==> src/rtl/twoscomplement_signmagnitude_pkg.sv <==
// Shared constants for the two's-complement to sign-magnitude converter.
// The special bit patterns are derived from the word width so every instance agrees on them.
package twoscomplement_signmagnitude_pkg;

  localparam int DEFAULT_WIDTH = 8;
  localparam int MAX_WIDTH     = 64;

  // 1 followed by width-1 zeros: the only input whose magnitude does not fit.
  function automatic logic [MAX_WIDTH-1:0] most_negative(input int width);
    return {{(MAX_WIDTH-1){1'b0}}, 1'b1} << (width - 1);
  endfunction

  // All ones across width-1 bits: the largest representable magnitude.
  function automatic logic [MAX_WIDTH-1:0] max_magnitude(input int width);
    return most_negative(width) - MAX_WIDTH'(1);
  endfunction

endpackage

==> src/rtl/twoscomplement_signmagnitude_tc_abs.sv <==
// Combinational absolute value of a two's-complement word.
// The most-negative input has no positive counterpart, so it saturates and flags overflow.
module tc_abs
  import twoscomplement_signmagnitude_pkg::*;
#(
  parameter int WIDTH = DEFAULT_WIDTH
) (
  input  logic [WIDTH-1:0] a,
  output logic [WIDTH-2:0] mag,
  output logic             ovf
);

  localparam logic [WIDTH-1:0] MOST_NEG = WIDTH'(most_negative(WIDTH));
  localparam logic [WIDTH-2:0] MAX_MAG  = (WIDTH-1)'(max_magnitude(WIDTH));

  // The low bits of (~a + 1) depend only on the low bits of a.
  logic [WIDTH-2:0] negated_low;

  always_comb begin
    negated_low = ~a[WIDTH-2:0] + (WIDTH-1)'(1);
    ovf         = (a == MOST_NEG);
    if (ovf) begin
      mag = MAX_MAG;
    end else if (a[WIDTH-1]) begin
      mag = negated_low;
    end else begin
      mag = a[WIDTH-2:0];
    end
  end

endmodule

==> src/rtl/twoscomplement_signmagnitude.sv <==
// Registered two's-complement to sign-magnitude converter, one result per cycle, one cycle latency.
// Outputs come straight from flops; data holds between valid samples.
module twoscomplement_signmagnitude
  import twoscomplement_signmagnitude_pkg::*;
#(
  parameter int WIDTH = DEFAULT_WIDTH
) (
  input  logic             clk,
  input  logic             rst,
  input  logic             in_valid,
  input  logic [WIDTH-1:0] a,
  output logic             out_valid,
  output logic             sign,
  output logic [WIDTH-2:0] mag,
  output logic             ovf
);

  logic [WIDTH-2:0] abs_mag;
  logic             abs_ovf;

  logic             valid_reg;
  logic             sign_reg;
  logic [WIDTH-2:0] mag_reg;
  logic             ovf_reg;

  tc_abs #(
    .WIDTH(WIDTH)
  ) u_abs (
    .a  (a),
    .mag(abs_mag),
    .ovf(abs_ovf)
  );

  always_ff @(posedge clk) begin
    if (rst) begin
      valid_reg <= 1'b0;
      sign_reg  <= 1'b0;
      mag_reg   <= '0;
      ovf_reg   <= 1'b0;
    end else begin
      valid_reg <= in_valid;
      if (in_valid) begin
        sign_reg <= a[WIDTH-1];
        mag_reg  <= abs_mag;
        ovf_reg  <= abs_ovf;
      end
    end
  end

  assign out_valid = valid_reg;
  assign sign      = sign_reg;
  assign mag       = mag_reg;
  assign ovf       = ovf_reg;

endmodule

==> config.mk <==
export PLATFORM = sky130hd
export DESIGN_NAME = twoscomplement_signmagnitude
export DESIGN_NICKNAME = d
export VERILOG_FILES = /design/src/rtl/twoscomplement_signmagnitude_pkg.sv /design/src/rtl/twoscomplement_signmagnitude_tc_abs.sv /design/src/rtl/twoscomplement_signmagnitude.sv
export SDC_FILE = /design/constraint.sdc
export NUM_CORES = 1
export LEC_CHECK = 0
export CAP_MARGIN = 30
export CORE_AREA = 2 2 39 41
export DETAILED_ROUTE_END_ITERATION = 10
export DIE_AREA = 0 0 41 43
export GPL_ROUTABILITY_DRIVEN = 0
export GPL_TIMING_DRIVEN = 0
export PLACE_DENSITY_LB_ADDON = 0.2
export RECOVER_POWER = 50
export SYNTH_ARGS = -nofsm -noshare
export SYNTH_HDL_FRONTEND = slang
export SYNTH_SLANG_ARGS = --single-unit
==> constraint.sdc <==
create_clock -name clk -period 3.47 [get_ports clk]
set_input_delay 0.694 -clock clk [delete_from_list [all_inputs] [get_ports clk]]
set_output_delay 0.694 -clock clk [all_outputs]
set_load 0.05 [all_outputs]
==> reports/results.tsv, run 1 <==
metric	value	unit
status	complete, no violations	
Post-DP Area	698	sq um
vias per inst	4.97	
crit start category	flip-flop	
clock sink total	10	
Hold Startpoint	mag[6]	
Gate power share	25.9	%
initial antenna violation count	0	
FF-to-FF End	mag[4]	
vias in the first global route	348	
most frequent cell after synthesis	dfxtp_1	
#FFs+latches synth	10	
total grt overflow	0	
PD cells	427	nW/um^2
DP Cell Count	88	
Root Buffer	clkbuf_4	
highest routed metal layer	met4	
met3 WL	55	microns
hold path depth	2	
post-placement setup slack	1170	ps
Yosys warnings	0	
Via Count	457	
worst vdd ir	0.186	mV
setup violators final	0	
CP Data Required Time	2780	ps
fin nets	89	
top post-synthesis cells by area	dfxtp_1 (39%), a311oi_1 (8.6%), nor2_1 (5.9%)	
fin crit period	2110	ps
CP arrival	1420	ps
register area share after synthesis	39.4	%
Sw Ratio	29.7	%
DR pass1 iterations	4	
Clock power frac	33.6	%
worst r2r src	mag[4]	
H-tree Lvls	1	
worst setup path class	reg2out	
1st-iter DRT viols	9	
Total Die Area	1760	sq um
Core Rows	14	
delay-heaviest family, CP	buffers and inverters	
number of inserted diodes	0	
slowest library cell on the worst path	dlygate4sd3_1	
WL per Instance	11.2	microns
Post-CTS Hold Buffers	0	
fmax	0.473	GHz
hold endpoint	mag[6]	
met1 wire length	501	microns
Reg power frac	40.5	%
layout cells sized above 1	9.21	%
first-pass GRT wire length	1590	microns
Reg clk slew, reported paths	60	ps
Main synth FF type	dfxtp_1	
synthesized area per cell	9.24	sq um
worst hold margin	470	ps
WL final	1030	microns
Ports	21	
clock buffer depth	2	
MaxCap Viol Count	0	
max-slew violation count	0	
internal power	0.218	mW
CP bufs+invs	1	
Worst R2R Path Depth	2	
list of most frequent post-synthesis cells	dfxtp_1 (10), nor2_1 (8), a311oi_1 (5), inv_1 (3)	
DRC Markers	0	
Final Power	0.310	mW
max incr delay on CP	860	ps
final instance area	726	sq um
reg-to-reg slack, setup	2730	ps
Post-CTS Setup Bufs	0	
flip-flop count of the largest register after layout	7	
Setup WS post-layout	1360	ps
share of the synthesized area in the top cell type	39.4	%
ys async rst share	0	%
Clock Skews	0	ps
TritonCTS Buffers	3	
unrepaired setup endpoints after global routing	no	
Area Overhead vs Synth	42.9	%
pin slew with the least headroom to its limit	493	ps
crit-path cells	dlygate4sd3_1	
input/output buffers	17	
post-cts sizing count	0	
fin crit share	60.9	%
CTS tree	done	
Psw	0.0921	mW
setup TNS	0	ps
largest net degree at the start of global routing	11	
final std cells w/o fill	92	
post-DP HPWL	797	microns
Rel. slew slack	67.0	%
Placeable Area	1380	sq um
EDFF count, synth	0	
Die W	41	microns
die height	43	microns
Critical Path Fanout Max	1	
initial core utilization	36.7	%
met2 wire len	449	microns
synthesized cell area	508	sq um
Crit. End Element	output port	
Hold Fails Final Rpt	0	
Final Util	52.4	%
Unique masters post-synth	25	
GRT Overall Usage	13.5	%
dominant cell type by area after synthesis	dfxtp_1	
leak pwr	0.282	nW
post-synthesis instance total	55	
Worst-Skew Late Latency	260	ps
Worst Hold Class	reg2reg	
syn_nets	67	
antenna viol nets, final	0	
routing by layer:
metal	global-route usage (%)	vias up
li1	-	242
met1	19.1	195
met2	17.8	15
met3	3.14	5
met4	8.00	0
met5	0	-
how the worst max path moves through the flow:
stage                         start  depth (start not counted)         to  slack, ps
after floorplan                a[4]                          4     mag[5]       1850
after global placement         a[0]                          7     mag[5]       1200
after detailed placement       a[0]                          7     mag[5]       1170
after CTS                    mag[4]                          1     mag[4]       1360
after global routing           a[0]                          6     mag[4]       1270
final                     out_valid                          1  out_valid       1360
power groups by stage:
stage                     sequential [mW]  combinational (mW)  clock (mW)
after floorplan                     0.155              0.0254           0
after global placement              0.128              0.0817           0
after detailed placement            0.129              0.0822           0
after CTS                           0.126              0.0823       0.108
after global routing                0.127              0.0858       0.112
final                               0.126              0.0803       0.104
cells by family (layout without fill, tap and decap cells):
family                   count (synthesis)  count (layout)  share of synthesized area [%]
adder cells (fa/ha/maj)                  1               1                           2.46
AO/OA/AOI/OAI                           13              13                           22.7
multiplexers                             2               2                           3.94
AND/OR/NAND/NOR                         19              19                           20.7
XOR/XNOR                                 3               3                           5.17
buffers and inverters                    7              28                           5.66
flip-flops                              10              10                           39.4
layout by cell type (no fill, tap or decap), types with 2 or more instances in the layout:
cell,count
xor2_1,2
dfxtp_1,10
o31ai_1,2
mux2i_1,2
a21oi_1,2
nand2_1,2
clkbuf_1,2
a311oi_1,5
nand2b_1,2
clkdlybuf4s50_1,15
clkbuf_4,3
nor2_1,8
dlygate4sd3_1,2
inv_1,3
nor2b_1,2
worst reg2reg max path, cell delays in order (launching register included):
cell and delay (ps):
dfxtp_1 330, nor2_1 40, a311oi_1 270
area by class of cell:
| class | count | area, sq um |
|---|---|---|
| clock buffer | 4 | 36.3 |
| sequential | 10 | 200 |
| buffer | 4 | 16.3 |
| inverter | 3 | 11.3 |
| fill | 136 | 658 |
| timing repair buffer | 17 | 170 |
| multi-input combinational | 38 | 272 |
| tap | 16 | 20.0 |
(Power assumes the default switching activity.)
==> inputs of run 2 (changes only) <==
--- a/config.mk
+++ b/config.mk
@@ -6,9 +6,8 @@
 export NUM_CORES = 1
 export LEC_CHECK = 0
 export CAP_MARGIN = 30
-export CORE_AREA = 2 2 39 41
+export CORE_UTILIZATION = 36
 export DETAILED_ROUTE_END_ITERATION = 10
-export DIE_AREA = 0 0 41 43
 export GPL_ROUTABILITY_DRIVEN = 0
 export GPL_TIMING_DRIVEN = 0
 export PLACE_DENSITY_LB_ADDON = 0.2
==> constraint.sdc (replaced) <==
create_clock -name clk -period 1.8 [get_ports clk]
set_input_delay 0.36 -clock clk [delete_from_list [all_inputs] [get_ports clk]]
set_output_delay 0.36 -clock clk [all_outputs]
set_load 0.05 [all_outputs]
==> run 2 against run 1 <==
Global-route usage grew 2.0 points. Register-to-register slack got worse by 1600 ps. The flow now finishes with violations (DRC). Design area down 2.1%. Clock skew unchanged. First-iteration DRC count up 11%. Largest power group unchanged. Die area down 11%. Clock-buffer cell count fell by 1. Total power is 76% higher. Cell count fell by 2.2%. Critical endpoint is now mag[6]. Critical path depth did not move. Setup slack worse by 1300 ps. Sequential power is 93% higher.
==> reports/results.tsv, run 2 (synthesis gave the netlist of run 1 again) <==
metric	value	unit	change
commonest non-fill, non-tap cell in the layout	clkdlybuf4s50_1		
Final Util	54.6	%	+2.2 points
fmax	0.572	GHz	
Worst R2R Path Depth	2		unchanged
clock sink total	10		unchanged
fin nets	89		unchanged
worst setup path class	reg2out		
CTS tree	done		
GRT Overall Usage	15.5	%	+2.0 points
largest net degree at the start of global routing	11		unchanged
die height	39.6	microns	-8.0%
DR pass1 iterations	7		+3
fin crit period	1750	ps	
PD cells	767	nW/um^2	+80%
post-DP HPWL	816	microns	+2.4%
delay-heaviest family, CP	buffers and inverters		
Area Overhead vs Synth	39.9	%	
crit start category	flip-flop		
Crit. End Element	output port		
max-slew violation count	0		unchanged
clock buffer depth	2		unchanged
Rel. slew slack	66.9	%	-0.074 points
Critical Path Fanout Max	2		+1
leading cell types in the layout, fill and taps excluded	clkdlybuf4s50_1 (17), dfxtp_1 (10), nor2_1 (8)		
hold path depth	2		unchanged
first-pass GRT wire length	1590	microns	-0.38%
status	finished with violations		
pin slew with the least headroom to its limit	494	ps	+1.19 ps
1st-iter DRT viols	10		+1
Worst path depth	1		unchanged
WL per Instance	11.3	microns	+1.0%
Reg clk slew, reported paths	60	ps	about the same
setup TNS	0	ps	unchanged
flip-flop count of the largest register after layout	7		unchanged
Placeable Area	1300	sq um	-6.0%
slowest library cell on the worst path	clkdlybuf4s50_1		
fin crit share	97.2	%	
post-cts sizing count	0		unchanged
leak pwr	0.273	nW	-3.2%
vias in the first global route	369		+6.0%
unrepaired setup endpoints after global routing	no		
H-tree Lvls	1		unchanged
vias per inst	5.19		+4.5%
Worst-Skew Late Latency	250	ps	about the same
Post-CTS Setup Bufs	0		unchanged
antenna viol nets, final	0		unchanged
CP bufs+invs	1		unchanged
input/output buffers	17		unchanged
max incr delay on CP	800	ps	-60 ps
Ports	21		unchanged
crit-path cells	clkdlybuf4s50_1		
TritonCTS Buffers	3		unchanged
Die W	39.6	microns	-3.5%
DP Cell Count	87		-1.1%
initial antenna violation count	0		unchanged
setup violators final	0		unchanged
WL final	1020	microns	-1.2%
Worst Hold Class	reg2reg		
fill count	148		+8.8%
Hold Fails Final Rpt	0		unchanged
MaxCap Viol Count	0		unchanged
failing checks	DRC		
Total Die Area	1570	sq um	-11%
CP Data Required Time	1440	ps	-1340 ps
Root Buffer	clkbuf_4		
total grt overflow	0		unchanged
number of inserted diodes	0		unchanged
layout cells sized above 1	8.00	%	-1.2 points
worst vdd ir	0.264	mV	+42%
CP arrival	1390	ps	-30 ps
initial core utilization	39.0	%	+2.3 points
DRC Markers	1		+1
Via Count	467		+2.2%
Clock Skews	0	ps	unchanged
Post-CTS Hold Buffers	0		unchanged
final std cells w/o fill	90		-2.2%
Core Rows	13		-1
==> run 2: cell types whose count changed in the layout (fill, tap and decap cells not counted) <==
cell | before | now
clkdlybuf4s50_1 | 15 | 17
dlygate4sd3_1 | 2 | 0
clkbuf_8 | 1 | 0
o311ai_0 | 1 | 0
o311ai_1 | 0 | 1
==> run 2: layout make-up <==
cell class | count | area [sq um] | area share [%]
Multi-Input combinational cell | 38 | 272 | 38.2
Tap cell | 15 | 18.8 | 2.64
Buffer | 4 | 16.3 | 2.29
Timing Repair Buffer | 17 | 170 | 23.9
Inverter | 3 | 11.3 | 1.58
Sequential cell | 10 | 200 | 28.2
Clock buffer | 3 | 22.5 | 3.17
==> run 2: layer usage <==
layer  part of all wire [%]  vias to the layer above  track usage [%]
met5                      0                        -                0
met4                      0                        0             10.3
met3                    6.2                        0             3.41
met2                     46                       21             23.4
met1                     48                      204             19.3
li1                       -                      242                -
==> run 2: path summary, 6_finish.rpt <==
path	startpoint	end	slack [ps]
setup reg to reg	mag[1]	mag[1]	1090
setup / recovery	mag[6]	mag[6]	50
hold / removal	ovf	ovf	470
hold reg to reg	ovf	ovf	470
==> run 2: stage by stage <==
stage | area, sq um | hold slack, ps | power [mW] | setup WS [ps]
finish | 711 | 473 | 0.545 | 50.9
global route | 711 | 501 | 0.569 | 7.26
CTS | 719 | 477 | 0.550 | 46.9
detailed placement | 697 | 466 | 0.407 | -141
global placement | 697 | 455 | 0.403 | -106
floorplan | 508 | 538 | 0.348 | 512
==> run 2: report_power, final <==
group | total [mW] | switching [mW] | internal (mW) | leakage [nW]
logic | 0.157 | 0.0941 | 0.0626 | 0.176
registers | 0.243 | 0.00672 | 0.236 | 0.0828
clock network | 0.146 | 0.0690 | 0.0769 | 0.0138
total | 0.545 | 0.170 | 0.376 | 0.273
==> inputs of run 3 (changes only) <==
--- a/config.mk
+++ b/config.mk
@@ -8,9 +8,8 @@
 export CAP_MARGIN = 30
 export CORE_UTILIZATION = 36
 export DETAILED_ROUTE_END_ITERATION = 10
-export GPL_ROUTABILITY_DRIVEN = 0
 export GPL_TIMING_DRIVEN = 0
-export PLACE_DENSITY_LB_ADDON = 0.2
+export PLACE_DENSITY = 0.72
 export RECOVER_POWER = 50
 export SYNTH_ARGS = -nofsm -noshare
 export SYNTH_HDL_FRONTEND = slang
==> run 3 against run 2 <==
The flow now finishes without violations. Setup slack worse by 10 ps. Hold slack worse by 9.6 ps. Critical path type unchanged. Sequential share of layout area is 0.77 points lower. Cell count is 1.1% higher.
==> reports/results.tsv, run 3 (synthesis gave the netlist of run 1 again) <==
metric	value	unit	change
leak pwr	0.279	nW	+2.5%
CP bufs+invs	1		unchanged
worst setup path class	reg2out		
Critical Path Fanout Max	2		unchanged
first-pass GRT wire length	1650	microns	+3.9%
vias in the first global route	383		+3.8%
fmax	0.568	GHz	-0.59%
Post-DP Area	697	sq um	unchanged
Total Die Area	1570	sq um	unchanged
Setup WS post-layout	40.6	ps	-10.3 ps
Placeable Area	1300	sq um	unchanged
final instance area	731	sq um	+2.8%
worst vdd ir	0.376	mV	+42%
CTS tree	done		
crit-path cells	clkdlybuf4s50_1		
slowest library cell on the worst path	clkdlybuf4s50_1		
commonest non-fill, non-tap cell in the layout	clkdlybuf4s50_1		
Placer Congestion	0.733		
DRC Markers	0		-1
input/output buffers	17		unchanged
CP arrival	1400	ps	about the same
Die W	39.6	microns	unchanged
Final Power	0.599	mW	+9.9%
1st-iter DRT viols	5		-5
Crit. End Element	output port		
post-DP HPWL	757	microns	-7.3%
fin nets	89		unchanged
H-tree Lvls	1		unchanged
layout cells sized above 1	11.8	%	+3.8 points
Psw	0.179	mW	+5.7%
MaxCap Viol Count	0		unchanged
status	complete, no violations		
CP Data Required Time	1440	ps	about the same
Reg clk slew, reported paths	60	ps	about the same
Area Overhead vs Synth	43.8	%	
clock buffer depth	2		unchanged
Hold Fails Final Rpt	0		unchanged
antenna viol nets, final	0		unchanged
initial core utilization	39.0	%	unchanged
Sw Ratio	30.0	%	-1.2 points
delay-heaviest family, CP	buffers and inverters		
max-slew violation count	0		unchanged
leading cell types in the layout, fill and taps excluded	clkdlybuf4s50_1 (15), dfxtp_1 (10), nor2_1 (8)		
WL per Instance	10.9	microns	-3.5%
number of inserted diodes	0		unchanged
Clock power frac	33.4	%	+6.7 points
TritonCTS Buffers	3		unchanged
setup violators final	0		unchanged
die height	39.6	microns	unchanged
fin crit share	97.7	%	+0.57 points
vias per inst	5.25		+1.2%
DR pass1 iterations	3		-4
WL final	994	microns	-2.5%
Core Rows	13		unchanged
Reg power frac	40.4	%	-4.1 points
Rel. slew slack	61.0	%	-5.9 points
Clock Skews	0	ps	unchanged
unrepaired setup endpoints after global routing	no		
PD cells	820	nW/um^2	+6.8%
max incr delay on CP	810	ps	about the same
GRT Overall Usage	16.1	%	+0.63 points
Post-CTS Setup Bufs	0		unchanged
flip-flop count of the largest register after layout	7		unchanged
Gate power share	26.2	%	-2.5 points
Via Count	478		+2.4%
Post-CTS Hold Buffers	0		unchanged
clock sink total	10		unchanged
Worst-Skew Late Latency	260	ps	about the same
Worst Hold Class	in2reg		
Ports	21		unchanged
crit start category	flip-flop		
pin slew with the least headroom to its limit	587	ps	+92.7 ps
initial antenna violation count	0		unchanged
post-placement setup slack	-124	ps	+16.8 ps
fin crit period	1760	ps	+10.3 ps
total grt overflow	0		unchanged
Root Buffer	clkbuf_4		
fill count	135		-8.8%
largest net degree at the start of global routing	11		unchanged
internal power	0.420	mW	+12%
-- run 3: changes by cell type in the layout (fill, tap and decap cells not counted), sizes merged --
cell / previous run / this run
clkdlybuf4s50: 17 / 15
clkbuf: 5 / 7
dlygate4sd3: 0 / 1
-- run 3: metrics by stage --
stage / instances / TNS [ps] / hold WS, ps / util [%]
after floorplan: 55 / 0 / 538 / -
after global placement: 87 / -271 / 460 / 53.6
after detailed placement: 87 / -368 / 467 / 53.6
after CTS: 91 / 0 / 462 / 56.3
after global routing: 91 / 0 / 476 / 56.2
final: 91 / 0 / 464 / 56.2
-- run 3: path summary, 6_finish.rpt --
path	slack (ps)	start	depth (start not counted)	to
max	40	sign	1	sign
max reg2reg	1100	mag[1]	2	mag[1]
min	460	rst	2	sign
min reg2reg	470	ovf	2	ovf
-- run 3: cell type report --
type                    instances  area (sq um)  share of cell area [%]
plain buffers                   4          16.3                    2.23
inverters                       3          11.3                    1.54
well taps                      15          18.8                    2.57
flip-flops and latches         10           200                    27.4
clock buffers                   4          36.3                    4.97
repair buffers                 17           164                    22.4
multi-input cells              38           284                    38.9
-- run 3: routing by layer --
| metal | routed length, microns | track usage (%) | vias to the layer above |
|---|---|---|---|
| li1 | - | - | 246 |
| met1 | 469 | 21.5 | 212 |
| met2 | 452 | 23.0 | 16 |
| met3 | 40 | 1.70 | 4 |
| met4 | 32 | 12.9 | 0 |
| met5 | 0 | 0 | - |
-- run 3: power groups by stage --
stage / Clock (mW) / Combinational [mW] / Sequential, mW
after floorplan: 0 / 0.0489 / 0.299
after global placement: 0 / 0.157 / 0.247
after detailed placement: 0 / 0.159 / 0.247
after CTS: 0.204 / 0.159 / 0.242
after global routing: 0.219 / 0.167 / 0.244
final: 0.200 / 0.157 / 0.242
-- run 3: timing repair --
item | 4_1_cts | 5_1_grt
hold endpoints to repair | 0 | 0
gates resized for setup | 0 | 2
endpoints found under the setup margin | 0 | 2
-- run 3: worst reg2reg max path, stage by stage, from the launching register on --
cell and delay (ps):
dfxtp_1 330, nor2_1 50, a311oi_1 240
